### src/rtl/vortex_axil_ctrl_master.sv
// AXI4-Lite master: turns one command/response transaction at a time into
// AXI-Lite control-port accesses, with a cycle timeout against a hung slave.
module vortex_axil_ctrl_master #(
    parameter int unsigned ADDR_WIDTH     = 8,
    parameter int unsigned DATA_WIDTH     = 32,
    parameter int unsigned TIMEOUT_CYCLES = 1024
) (
    input  logic                    ap_clk,
    input  logic                    ap_rst_n,

    input  logic                    cmd_valid,
    output logic                    cmd_ready,
    input  logic                    cmd_write,
    input  logic [ADDR_WIDTH-1:0]   cmd_addr,
    input  logic [DATA_WIDTH-1:0]   cmd_data,
    input  logic [DATA_WIDTH/8-1:0] cmd_strb,

    output logic                    rsp_valid,
    input  logic                    rsp_ready,
    output logic [DATA_WIDTH-1:0]   rsp_data,
    output logic [1:0]              rsp_resp,
    output logic                    rsp_timeout,
    output logic                    busy,

    output logic                    m_axi_ctrl_awvalid,
    input  logic                    m_axi_ctrl_awready,
    output logic [ADDR_WIDTH-1:0]   m_axi_ctrl_awaddr,
    output logic                    m_axi_ctrl_wvalid,
    input  logic                    m_axi_ctrl_wready,
    output logic [DATA_WIDTH-1:0]   m_axi_ctrl_wdata,
    output logic [DATA_WIDTH/8-1:0] m_axi_ctrl_wstrb,
    input  logic                    m_axi_ctrl_bvalid,
    output logic                    m_axi_ctrl_bready,
    input  logic [1:0]              m_axi_ctrl_bresp,
    output logic                    m_axi_ctrl_arvalid,
    input  logic                    m_axi_ctrl_arready,
    output logic [ADDR_WIDTH-1:0]   m_axi_ctrl_araddr,
    input  logic                    m_axi_ctrl_rvalid,
    output logic                    m_axi_ctrl_rready,
    input  logic [DATA_WIDTH-1:0]   m_axi_ctrl_rdata,
    input  logic [1:0]              m_axi_ctrl_rresp
);

    localparam int unsigned StrbW = DATA_WIDTH / 8;
    localparam int unsigned LsbW  = $clog2(StrbW);
    localparam int unsigned CntW  = (TIMEOUT_CYCLES > 2) ? $clog2(TIMEOUT_CYCLES) : 1;

    typedef enum logic [2:0] {StIdle, StWr, StWrB, StRdA, StRdD, StRsp} state_e;

    state_e                state_q, state_d;
    logic [ADDR_WIDTH-1:0] addr_q, addr_d;
    logic [DATA_WIDTH-1:0] wdata_q, wdata_d;
    logic [StrbW-1:0]      wstrb_q, wstrb_d;
    logic                  aw_done_q, aw_done_d;
    logic                  w_done_q, w_done_d;
    logic [DATA_WIDTH-1:0] rsp_data_q, rsp_data_d;
    logic [1:0]            rsp_resp_q, rsp_resp_d;
    logic                  rsp_timeout_q, rsp_timeout_d;
    logic [CntW-1:0]       cnt_q, cnt_d;
    logic                  timeout_hit;

    // Fires in the cycle whose increment brings the count to TIMEOUT_CYCLES-1.
    assign timeout_hit = (TIMEOUT_CYCLES != 0) &&
                         ((32'(cnt_q) + 32'd1) >= (TIMEOUT_CYCLES - 32'd1));

    assign cmd_ready          = (state_q == StIdle) && ap_rst_n;
    assign busy               = (state_q != StIdle);
    assign rsp_valid          = (state_q == StRsp);
    assign rsp_data           = rsp_data_q;
    assign rsp_resp           = rsp_resp_q;
    assign rsp_timeout        = rsp_timeout_q;
    assign m_axi_ctrl_awvalid = (state_q == StWr) && !aw_done_q;
    assign m_axi_ctrl_wvalid  = (state_q == StWr) && !w_done_q;
    assign m_axi_ctrl_bready  = (state_q == StWrB);
    assign m_axi_ctrl_arvalid = (state_q == StRdA);
    assign m_axi_ctrl_rready  = (state_q == StRdD);
    assign m_axi_ctrl_awaddr  = addr_q;
    assign m_axi_ctrl_araddr  = addr_q;
    assign m_axi_ctrl_wdata   = wdata_q;
    assign m_axi_ctrl_wstrb   = wstrb_q;

    always_comb begin
        state_d       = state_q;
        addr_d        = addr_q;
        wdata_d       = wdata_q;
        wstrb_d       = wstrb_q;
        aw_done_d     = aw_done_q;
        w_done_d      = w_done_q;
        rsp_data_d    = rsp_data_q;
        rsp_resp_d    = rsp_resp_q;
        rsp_timeout_d = rsp_timeout_q;
        cnt_d         = cnt_q;

        if (state_q != StIdle && state_q != StRsp) begin
            cnt_d = cnt_q + 1'b1;
        end

        unique case (state_q)
            StIdle: begin
                if (cmd_valid) begin
                    addr_d             = cmd_addr;
                    addr_d[LsbW-1:0]   = '0;
                    wdata_d            = cmd_data;
                    wstrb_d            = cmd_strb;
                    aw_done_d          = 1'b0;
                    w_done_d           = 1'b0;
                    rsp_timeout_d      = 1'b0;
                    cnt_d              = '0;
                    state_d            = cmd_write ? StWr : StRdA;
                end
            end
            StWr: begin
                if (m_axi_ctrl_awvalid && m_axi_ctrl_awready) aw_done_d = 1'b1;
                if (m_axi_ctrl_wvalid && m_axi_ctrl_wready)   w_done_d  = 1'b1;
                if (aw_done_d && w_done_d) state_d = StWrB;
                else if (timeout_hit)      state_d = StRsp;
            end
            StWrB: begin
                if (m_axi_ctrl_bvalid) begin
                    rsp_resp_d = m_axi_ctrl_bresp;
                    rsp_data_d = '0;
                    state_d    = StRsp;
                end else if (timeout_hit) begin
                    state_d = StRsp;
                end
            end
            StRdA: begin
                if (m_axi_ctrl_arready)  state_d = StRdD;
                else if (timeout_hit)    state_d = StRsp;
            end
            StRdD: begin
                if (m_axi_ctrl_rvalid) begin
                    rsp_resp_d = m_axi_ctrl_rresp;
                    rsp_data_d = m_axi_ctrl_rdata;
                    state_d    = StRsp;
                end else if (timeout_hit) begin
                    state_d = StRsp;
                end
            end
            StRsp: begin
                if (rsp_ready) state_d = StIdle;
            end
            default: state_d = StIdle;
        endcase

        // A timeout exit is any jump to RSP that no handshake produced.
        if (state_q != StRsp && state_q != StIdle && state_d == StRsp &&
            !(state_q == StWrB && m_axi_ctrl_bvalid) &&
            !(state_q == StRdD && m_axi_ctrl_rvalid)) begin
            rsp_timeout_d = 1'b1;
            rsp_resp_d    = 2'b10;
            rsp_data_d    = '0;
        end
    end

    always_ff @(posedge ap_clk or negedge ap_rst_n) begin
        if (!ap_rst_n) begin
            state_q       <= StIdle;
            addr_q        <= '0;
            wdata_q       <= '0;
            wstrb_q       <= '0;
            aw_done_q     <= 1'b0;
            w_done_q      <= 1'b0;
            rsp_data_q    <= '0;
            rsp_resp_q    <= 2'b00;
            rsp_timeout_q <= 1'b0;
            cnt_q         <= '0;
        end else begin
            state_q       <= state_d;
            addr_q        <= addr_d;
            wdata_q       <= wdata_d;
            wstrb_q       <= wstrb_d;
            aw_done_q     <= aw_done_d;
            w_done_q      <= w_done_d;
            rsp_data_q    <= rsp_data_d;
            rsp_resp_q    <= rsp_resp_d;
            rsp_timeout_q <= rsp_timeout_d;
            cnt_q         <= cnt_d;
        end
    end

endmodule

### config.mk
export PLATFORM = sky130hd
export DESIGN_NAME = vortex_axil_ctrl_master
export DESIGN_NICKNAME = d
export VERILOG_FILES = /design/src/rtl/vortex_axil_ctrl_master.sv
export SDC_FILE = /design/constraint.sdc
export NUM_CORES = 1
export LEC_CHECK = 0
export CORE_MARGIN = 2
export CORE_UTILIZATION = 45
export CTS_BUF_LIST = sky130_fd_sc_hd__clkbuf_16
export CTS_CLUSTER_DIAMETER = 40
export DETAILED_ROUTE_END_ITERATION = 8
export GPL_ROUTABILITY_DRIVEN = 0
export PLACE_DENSITY_LB_ADDON = 0.2
export SYNTH_ARGS = -nofsm -noshare
export SYNTH_HDL_FRONTEND = slang
export SYNTH_SLANG_ARGS = --single-unit
### constraint.sdc
create_clock -name ap_clk -period 4.4 [get_ports ap_clk]
set_input_delay 0.88 -clock ap_clk [delete_from_list [all_inputs] [get_ports ap_clk]]
set_output_delay 0.88 -clock ap_clk [all_outputs]
set_load 0.1 [all_outputs]
==> After elaboration in Yosys (flattened, before gate mapping) <==
Cells that the tools add are included.
{ "classes": {"addsub": 2, "n_lt_le_gt_ge": 1, "n_eq_ne": 10, "mux": 29, "n_reduce_logical": 26} }
{ "ops": {"columns": ["op", "n"], "rows": [
  ["$mux W32", 3],
  ["$pmux W32 S2", 1],
  ["$mux W10", 3],
  ["$mux W3", 7],
  ["$pmux W3 S6", 1],
  ["$logic_and A1 B1 Y1", 12],
  ["$add A10 B1 Y11 const B", 1],
  ["$ge A11 B10 Y1 const B", 1],
  ["$add A10 B1 Y10 const B", 1],
  ["$eq A3 B3 Y1 const B", 3],
  ["$mux W2", 4],
  ["$mux W1", 7],
  ["$eq A3 B2 Y1 const B", 2],
  ["$ne A3 B2 Y1 const B", 2],
  ["$reduce_and A2 Y1", 3],
  ["$reduce_bool A2 Y1", 3],
  ["$reduce_bool A3 Y1", 2],
  ["$logic_not A1 Y1", 4],
  ["$pmux W1 S2", 2],
  ["$pmux W2 S2", 1],
  ["$eq A3 B1 Y1 const B", 1],
  ["$logic_not A3 Y1", 1],
  ["$ne A3 B3 Y1 const B", 1],
  ["$reduce_and A3 Y1", 1],
  ["$ne A2 B2 Y1 const B", 1]
]} }
{ "totals": {"reg_bits": 92, "inputBits": 90, "output_inout_bits": 95, "word_cells": 78} }

==> Logic depth before layout (Yosys ltp) <==
Gate-level depths: netlist of run 1.
{ "logic_depth": {"ltp_word": 14, "depth_mapped": 9, "depth_no_buf": 7} }

==> Worst setup path before layout of run 1 <==
No wires, ideal clock.
{ "synth_path": {"path_type": "register to output", "from": "reg state_q[1]", "to": "out m_axi_ctrl_bready", "arrival_ps": 2930, "required_time_ps": 3520, "slack_ps": 590, "path_stages_with_launch": 5, "n_path_buf": 2, "cell_sequence": "dfrtp_1 clkbuf_2 buf_2 clkinv_1 nor3_1"} }
{ "synth_between": {"elab_chain_cells": 1} }
{ "synth_rtl": {"columns": ["item", "line", "text"], "rows": [
  ["start: declaration", "50", "state_e state_q, state_d;"],
  ["start signal: assignment", "158", "state_q <= StIdle;"],
  ["start signal: assignment", "169", "state_q <= state_d;"],
  ["$eq A3 B2 Y1", "74", "assign m_axi_ctrl_bready = (state_q == StWrB);"],
  ["end: declaration", "33", "output logic m_axi_ctrl_bready,"]
]} }
No other way between the ends.

==> Worst setup path after layout of run 1 <==
{ "layout_path": {"from": "reg state_q[2]", "to": "out m_axi_ctrl_rready"} }
{ "layout_between": {"elab_chain_cells": 1} }
{ "layout_rtl": {"columns": ["item", "line", "text"], "rows": [
  ["$eq A3 B3 Y1", "76", "assign m_axi_ctrl_rready = (state_q == StRdD);"],
  ["end: declaration", "39", "output logic m_axi_ctrl_rready,"]
]} }
No other way between the ends.

==> impl_results.md, run 1 <==
* Post-Synthesis Cell Area at 0.00416 mm^2
* Setup TNS at 0 ns
* Outcome: completed
* Crit path required time at 3.52 ns
* Fin crit share at 79.4%
* DRC viols at 0
* Gr ovfl total at 0
* Max Fclk at 286 MHz
* # H-tree levels at 3
* Nets@finish at 706
* Via density at 5.14
* CP Capture Type: primary output
* Clock Pin Slew Worst Setup and Hold Paths at 0.07 ns
* Die Wd at 100 um
* Post-synth EDFFs at 0
* Via count at 3,749
* Hold WC Path Type: reg2reg
* Die area at 0.0100 mm^2
* Slew HR at 18.9%
* DR iter-0 viols at 204
* Final setup viols at 0
* Synth unique cells at 49
* Cells along the critical path: nor3b_4, clkdlybuf4s50_1
* CTS tree: yes
* Leading cell type in the layout, fill and taps excluded: clkdlybuf4s50_1
* Initial antenna violation count at 0
* Critical path class: reg2out
* Max clock buf depth at 2
* Worst Skew at 0.00842 ns
* Core Rows at 35
* PostCTS Resize Cnt at 0
* PortBufs at 178
* Initial Util at 45.6%
* Shortest period the worst path allows at 3.49 ns
* Die height at 100 um
* DRT Wirelength at 10,900 um
* CTS Buf Count at 9
* Cts hold-fix bufs at 0
* Hold Worst Slack at 0.476 ns
* Total of max-cap violations at 0
* Total track usage at 22.1%
* Worst Tran Pin Value at 1.22 ns
* CP max-delay cell: clkdlybuf4s50_1
* Flops & latches, synth at 92
* Worst EP arrival at 2.61 ns
* Final Max Tran Viols at 0
* RSZ-0062 raised after global routing: false
* Final hold vios at 0
* DP Wirelength at 7820 um
* Routed wire per std cell at 15.0 um
* Syn_area_per_cell at 9.10 um^2
* CP max stage delay at 1.21 ns
* Cells after Synth at 457
* Remaining antenna violation count at 0
* Sequential fraction of the synthesis area at 55.4%
* Critical path's top delay family: buffers and inverters
* Vias in the first global route at 3,652
* Clock Sinks at 92
* Core Region at 0.00911 mm^2
* Worst-Skew Late Latency at 0.33 ns
* Commonest non-fill, non-tap cells in the layout: 172 x clkdlybuf4s50_1, 143 x nand2_1, 92 x dfrtp_1
* Global-route wire length before repair at 17,600 um
* Post-synth ARST share at 100%
* Share of cells above drive strength 1 at 4.85%
* CP Launch Type: flop
* P&R area growth vs syn at 48.6%
* Number of buffers and inverters on the critical path at 1
* Final Core Density at 67.8%
* Antenna diodes at 0
* Largest net degree at the start of global routing at 60
* Main flop type after synthesis: dfrtp_1
* CP max FO at 19
* Clk Tree Root Cell: clkbuf_16
* Yosys warns at 0
* IO Pins at 185
* First-pass iteration count of the detailed router at 4
* Post-CTS setup buffer count at 0
layer usage:
layer  vias to the layer above  part of all wire [%]  GRT usage (%)
met4                         0                   1.8           6.64
met3                        17                   9.1           7.03
met2                       162                    46           34.9
met5                         -                     0              0
li1                       1830                     -              -
met1                      1740                    43           29.5
worst reg2reg max path: cells and delay by family (launching register included):
kind | cells | cell delay, ns
AO/OA/AOI/OAI | 2 | 0.33
buffers and inverters | 1 | 0.41
flip-flops | 1 | 0.64
AND/OR/NAND/NOR | 3 | 1.08
cell usage after synthesis, drive strengths merged (3+ instances only):
cell	count	share of area, %
dfrtp	92	55
a221oi	3	0.78
a21oi	13	1.6
o22ai	6	0.90
buf	26	4.2
and2	5	0.75
nor3	5	0.60
clkbuf	13	1.2
a21o	3	0.54
a22oi	32	5.8
nand2	143	13
inv	7	0.63
nor2	53	4.8
o21ai	14	1.7
nand4	4	0.60
kinds of logic (layout without fill, tap and decap cells):
logic type | Yosys count | after routing | synth area share, %
adders and majority gates | 2 | 2 | 0.602
muxes | 2 | 2 | 0.512
and+or+nand+nor | 227 | 227 | 22.9
other | 1 | 4 | 0.0902
xor gates and xnor gates | 3 | 3 | 0.632
DFF | 92 | 92 | 55.4
AOI/OAI and AO/OA | 83 | 83 | 13.7
buffers and inverters | 47 | 206 | 6.17
flip-flops by register name, indices dropped and copies added (netlist names):
register           flops
m_axi_ctrl_araddr      6
state_q                3
cnt_q                 10
rsp_timeout            1
m_axi_ctrl_wdata      32
m_axi_ctrl_wstrb       4
w_done_q               1
rsp_data              32
aw_done_q              1
rsp_resp               2
final timing paths:
kind	startpoint	slack (ns)	end	cells after the start
worst min-delay path	m_axi_ctrl_wdata[16]$_DFFE_PN0P_	0.48	m_axi_ctrl_wdata[16]$_DFFE_PN0P_	2
worst max register to register	state_q[0]$_DFF_PN0_	1.80	cnt_q[5]$_DFF_PN0_	6
max in group asynchronous	ap_rst_n	2.80	m_axi_ctrl_wstrb[1]$_DFFE_PN0P_	2
min in group asynchronous	ap_rst_n	0.49	state_q[2]$_DFF_PN0_	1
worst min register to register	m_axi_ctrl_wdata[16]$_DFFE_PN0P_	0.48	m_axi_ctrl_wdata[16]$_DFFE_PN0P_	2
worst max-delay path	state_q[2]$_DFF_PN0_	0.91	m_axi_ctrl_rready	2
per-stage QoR:
stage	instance area, um^2	cells	setup WS, ns
2_1_floorplan	4170	460	0.590
3_3_place_gp	5880	714	1.29
3_5_place_dp	5880	714	1.27
4_1_cts	6170	730	0.914
5_1_grt	6170	730	0.791
6_report	6170	730	0.907
area by class of cell:
class	instances	area [um^2]
fillers	727	2930
flip-flops and latches	92	2300
repair buffers	182	1800
multi-input cells	321	1610
clock buffers	9	225
well taps	111	139
clock inverters	7	72.6
inverters	8	30.0
Power of run 1 is left out: the tool's default activity adds up to more than one toggle a clock period on the data nets, which glitch-free logic cannot reach.
==> run 2: changes to the inputs <==
--- a/config.mk
+++ b/config.mk
@@ -6,7 +6,7 @@
 export NUM_CORES = 1
 export LEC_CHECK = 0
 export CORE_MARGIN = 2
-export CORE_UTILIZATION = 45
+export CORE_UTILIZATION = 38
 export CTS_BUF_LIST = sky130_fd_sc_hd__clkbuf_16
 export CTS_CLUSTER_DIAMETER = 40
 export DETAILED_ROUTE_END_ITERATION = 8
==> constraint.sdc (replaced) <==
create_clock -name ap_clk -period 3.05 [get_ports ap_clk]
set_input_delay 0.61 -clock ap_clk [delete_from_list [all_inputs] [get_ports ap_clk]]
set_output_delay 0.61 -clock ap_clk [all_outputs]
set_load 0.1 [all_outputs]
==> run 2 against run 1 <==
Against the previous run: cell area decreased by 2.0%; critical path depth rose by 2; clock-buffer cell count unchanged; non-clock buffer count grew 6; clock skew down 0.0011 ns; sequential cell count unchanged; wire length up 1.6%; critical path type unchanged; setup slack got worse by 0.52 ns; die area is 18% higher; critical endpoint is now m_axi_ctrl_wvalid; first-iteration DRC count increased by 7.8%; register-to-register slack got worse by 1.2 ns.
==> impl_results.md, run 2 (synthesized netlist as in run 1, its figures left out) <==
* Vias in the first global route at 3,616
* Core Region at 0.0107 mm^2
* Final hold vios at 0
* CP Launch Type: flop
* Cells along the critical path: nor2b_1, nand2_1, nor2_1, buf_12
* Commonest non-fill, non-tap cells in the layout: 143 x nand2_1, 99 x buf_4, 92 x dfrtp_1
* Routed wire per std cell at 14.5 um
* Post-CTS setup buffer count at 0
* PostCTS Resize Cnt at 0
* Cts hold-fix bufs at 0
* Critical path class: reg2out
* CP Launch Point: state_q[0]$_DFF_PN0_
* Crit path required time at 2.44 ns
* Setup TNS at 0 ns
* Hold WC Path Type: in2async
* Clock Pin Slew Worst Setup and Hold Paths at 0.06 ns
* DRT Wirelength at 11,100 um
* CTS tree: yes
* CP max-delay cell: dfrtp_1
* Max Fclk at 376 MHz
* Nets@finish at 712
* Die area at 0.0118 mm^2
* Total of max-cap violations at 0
* Worst EP arrival at 2.05 ns
* DP Wirelength at 8030 um
* Fin crit share at 87.2%
* Fill cell count at 998
* Antenna diodes at 0
* DR iter-0 viols at 220
* First-pass iteration count of the detailed router at 4
* Via density at 4.94
* CTS Buf Count at 9
* Number of buffers and inverters on the critical path at 1
* Die Wd at 109 um
* Largest net degree at the start of global routing at 50
* Final setup viols at 0
* Slew HR at 59.9%
* Worst Skew at 0.00735 ns
* Share of cells above drive strength 1 at 19.8%
* Initial Util at 38.7%
* RSZ-0062 raised after global routing: false
* Worst-Skew Late Latency at 0.34 ns
* Outcome: completed
* CP max stage delay at 0.67 ns
* P&R area growth vs syn at 45.6%
* Worst Tran Pin Value at 0.601 ns
* Leading cell type in the layout, fill and taps excluded: nand2_1
* CP max FO at 18
* Remaining antenna violation count at 0
* DRC viols at 0
* Max clock buf depth at 2
* Core Rows at 38
* IO Pins at 185
* Shortest period the worst path allows at 2.66 ns
* Total track usage at 19.3%
* Critical path's top delay family: simple AND/OR/NAND/NOR gates
* Clk Tree Root Cell: clkbuf_16
* Via count at 3,776
* Final Max Tran Viols at 0
* Global-route wire length before repair at 17,700 um
* Multi-input gate area at 0.00161 mm^2
* Die height at 109 um
* Launch point of the worst reg-to-reg path: cnt_q[0]$_DFF_PN0_
* Sequential Area at 0.00230 mm^2
* Clock Sinks at 92
* Gr ovfl total at 0
* Initial antenna violation count at 0
* # H-tree levels at 3
* CP Capture Type: primary output
* PortBufs at 178
[run 2: path summary, 6_finish.rpt]
kind | end | slack, ns | cells past startpoint
worst max-delay path | m_axi_ctrl_wvalid | 0.39 | 4
worst min-delay path | state_q[0]$_DFF_PN0_ | 0.36 | 2
worst max register to register | rsp_data[0]$_DFFE_PN0P_ | 0.60 | 7
worst min register to register | m_axi_ctrl_wdata[29]$_DFFE_PN0P_ | 0.48 | 2
max in group asynchronous | rsp_data[31]$_DFFE_PN0P_ | 1.66 | 3
min in group ap_clk | m_axi_ctrl_wdata[29]$_DFFE_PN0P_ | 0.48 | 2
[run 2: layout make-up]
cell class              instances  area share, %
clock buffers                   9           3.72
clock inverters                 7          0.682
inverters                       8          0.496
multi-input cells             321           26.7
flip-flops and latches         92           38.0
well taps                     140           2.89
repair buffers                188           27.5
[run 2: through the flow]
stage	hold WS (ns)	setup slack (ns)	std cells	instance area (um^2)	util, %
final	0.361	0.390	765	6050	56.3
after global routing	0.413	0.242	765	6050	56.3
after CTS	0.388	0.369	765	6050	56.3
after detailed placement	0.463	0.291	749	5790	53.8
after global placement	0.460	0.369	749	5790	53.8
after floorplan	0.314	0.283	460	4170	-
[run 2: metal layers]
metal	vias up	routed length [um]	track usage [%]	share of wire, %
li1	1839	-	-	-
met1	1780	4760	24.4	43
met2	149	5060	30.0	46
met3	8	1150	8.32	10
met4	0	128	5.59	1.2
met5	-	0	0	0
Power of run 2 is left out for the same reason.
==> run 3: changes to the inputs <==
--- a/config.mk
+++ b/config.mk
@@ -6,7 +6,7 @@
 export NUM_CORES = 1
 export LEC_CHECK = 0
 export CORE_MARGIN = 2
-export CORE_UTILIZATION = 38
+export CORE_UTILIZATION = 25
 export CTS_BUF_LIST = sky130_fd_sc_hd__clkbuf_16
 export CTS_CLUSTER_DIAMETER = 40
 export DETAILED_ROUTE_END_ITERATION = 8
==> constraint.sdc (replaced) <==
create_clock -name ap_clk -period 3.3 [get_ports ap_clk]
set_input_delay 0.66 -clock ap_clk [delete_from_list [all_inputs] [get_ports ap_clk]]
set_output_delay 0.66 -clock ap_clk [all_outputs]
set_load 0.1 [all_outputs]
==> run 3 against run 2 <==
Against the previous run: register-to-register slack gained 0.34 ns; critical path type unchanged; highest routed layer unchanged; critical path depth is the same; cell area grew 1.5%; critical endpoint is now m_axi_ctrl_awvalid; sequential cell count is the same.
==> impl_results.md, run 3 (synthesized netlist as in run 1, its figures left out) <==
* Via density at 4.47
* CP Launch Type: flop
* CP max-delay cell: dfrtp_1
* Clk Tree Root Cell: clkbuf_16
* Worst-Skew Late Latency at 0.34 ns
* Worst Skew at 0.00938 ns
* PostCTS Resize Cnt at 0
* RSZ-0062 raised after global routing: false
* Final Max Tran Viols at 0
* Antenna diodes at 0
* Cells along the critical path: clkinv_1, nand2_1, nor2_1, buf_4
* Max Fclk at 373 MHz
* Fin crit share at 81.3%
* Final hold vios at 0
* DRT Wirelength at 12,000 um
* Gr ovfl total at 0
* Worst EP arrival at 2.02 ns
* PortBufs at 178
* Slew HR at 53.1%
* Via count at 3,767
* Clock Pin Slew Worst Setup and Hold Paths at 0.07 ns
* Total track usage at 13.9%
* Largest net degree at the start of global routing at 55
* Share of cells above drive strength 1 at 19.7%
* Crit path required time at 2.64 ns
* Clock Sinks at 92
* DRC viols at 0
* P&R area growth vs syn at 47.8%
* Cts hold-fix bufs at 0
* Remaining antenna violation count at 0
* Routed wire per std cell at 14.2 um
* Sequential Area at 0.00230 mm^2
* CP max stage delay at 0.70 ns
* Max clock buf depth at 2
* Core Rows at 47
* Outcome: completed
* Core Region at 0.0164 mm^2
* Worst Tran Pin Value at 0.704 ns
* Critical path's top delay family: flip-flops
* Setup TNS at 0 ns
* IO Pins at 185
* Multi-input gate area at 0.00162 mm^2
* Initial Util at 25.3%
* CTS tree: yes
* Vias in the first global route at 3,693
* Critical path class: reg2out
* DR iter-0 viols at 167
* Die height at 133 um
* Total of max-cap violations at 0
* Commonest non-fill, non-tap cells in the layout: 143 x nand2_1, 100 x buf_4, 92 x dfrtp_1
* Post-CTS setup buffer count at 0
* Shortest period the worst path allows at 2.68 ns
* Initial antenna violation count at 0
* CP Capture Type: primary output
* Die area at 0.0177 mm^2
* Number of buffers and inverters on the critical path at 2
* Die Wd at 133 um
* Fill cell count at 1,685
* CP max FO at 17
* Leading cell type in the layout, fill and taps excluded: nand2_1
* Nets@finish at 711
* DP Wirelength at 8480 um
* Final setup viols at 0
* # H-tree levels at 3
* Global-route wire length before repair at 19,400 um
* First-pass iteration count of the detailed router at 4
* Hold WC Path Type: in2async
* CTS Buf Count at 9
==> run 3: cell types whose count changed in the layout (fill, tap and decap cells not counted) <==
cell / previous run / this run
clkinv_2: 4 / 1
buf_12: 3 / 1
and2_1: 5 / 4
and2_2: 0 / 1
buf_4: 99 / 100
bufinv_16: 0 / 1
clkinv_4: 1 / 0
clkinvlp_4: 0 / 1
inv_6: 1 / 2
==> run 3: through the flow <==
step / utilization (%) / worst slack [ns] / instances / hold slack [ns] / cell area [um^2]
floorplan: - / 0.483 / 460 / 0.364 / 4170
global placement: 35.7 / 0.711 / 828 / 0.461 / 5850
detailed placement: 35.7 / 0.690 / 828 / 0.463 / 5850
CTS: 37.4 / 0.614 / 843 / 0.111 / 6140
global route: 37.4 / 0.430 / 843 / 0.108 / 6140
finish: 37.4 / 0.616 / 843 / 0.122 / 6140
==> run 3: final cells by class <==
cell class,instances,share of cell area (%)
Sequential cell,92,37.5
Clock inverter,6,1.04
Timing Repair Buffer,187,26.6
Tap cell,220,4.48
Multi-Input combinational cell,321,26.3
Inverter,8,0.489
Clock buffer,9,3.67
==> run 3: final timing paths <==
| check | startpoint | to | slack, ns | cells past startpoint |
|---|---|---|---|---|
| setup / recovery | state_q[1]$_DFF_PN0_ | m_axi_ctrl_awvalid | 0.62 | 4 |
| hold / removal | ap_rst_n | rsp_data[6]$_DFFE_PN0P_ | 0.12 | 1 |
| setup reg to reg | state_q[2]$_DFF_PN0_ | cnt_q[6]$_DFF_PN0_ | 0.94 | 5 |
| hold reg to reg | m_axi_ctrl_wdata[14]$_DFFE_PN0P_ | m_axi_ctrl_wdata[14]$_DFFE_PN0P_ | 0.47 | 2 |
| max in group asynchronous | ap_rst_n | m_axi_ctrl_wdata[28]$_DFFE_PN0P_ | 2.30 | 2 |
| min in group ap_clk | m_axi_ctrl_wdata[14]$_DFFE_PN0P_ | m_axi_ctrl_wdata[14]$_DFFE_PN0P_ | 0.47 | 2 |
==> run 3: per-layer routing <==
layer / GRT usage, % / wire length, um / vias up
li1: - / - / 1835
met1: 18.1 / 5410 / 1774
met2: 21.3 / 5320 / 148
met3: 5.82 / 1070 / 10
met4: 3.76 / 150 / 0
met5: 0 / 0 / -
Power of run 3 is left out for the same reason.
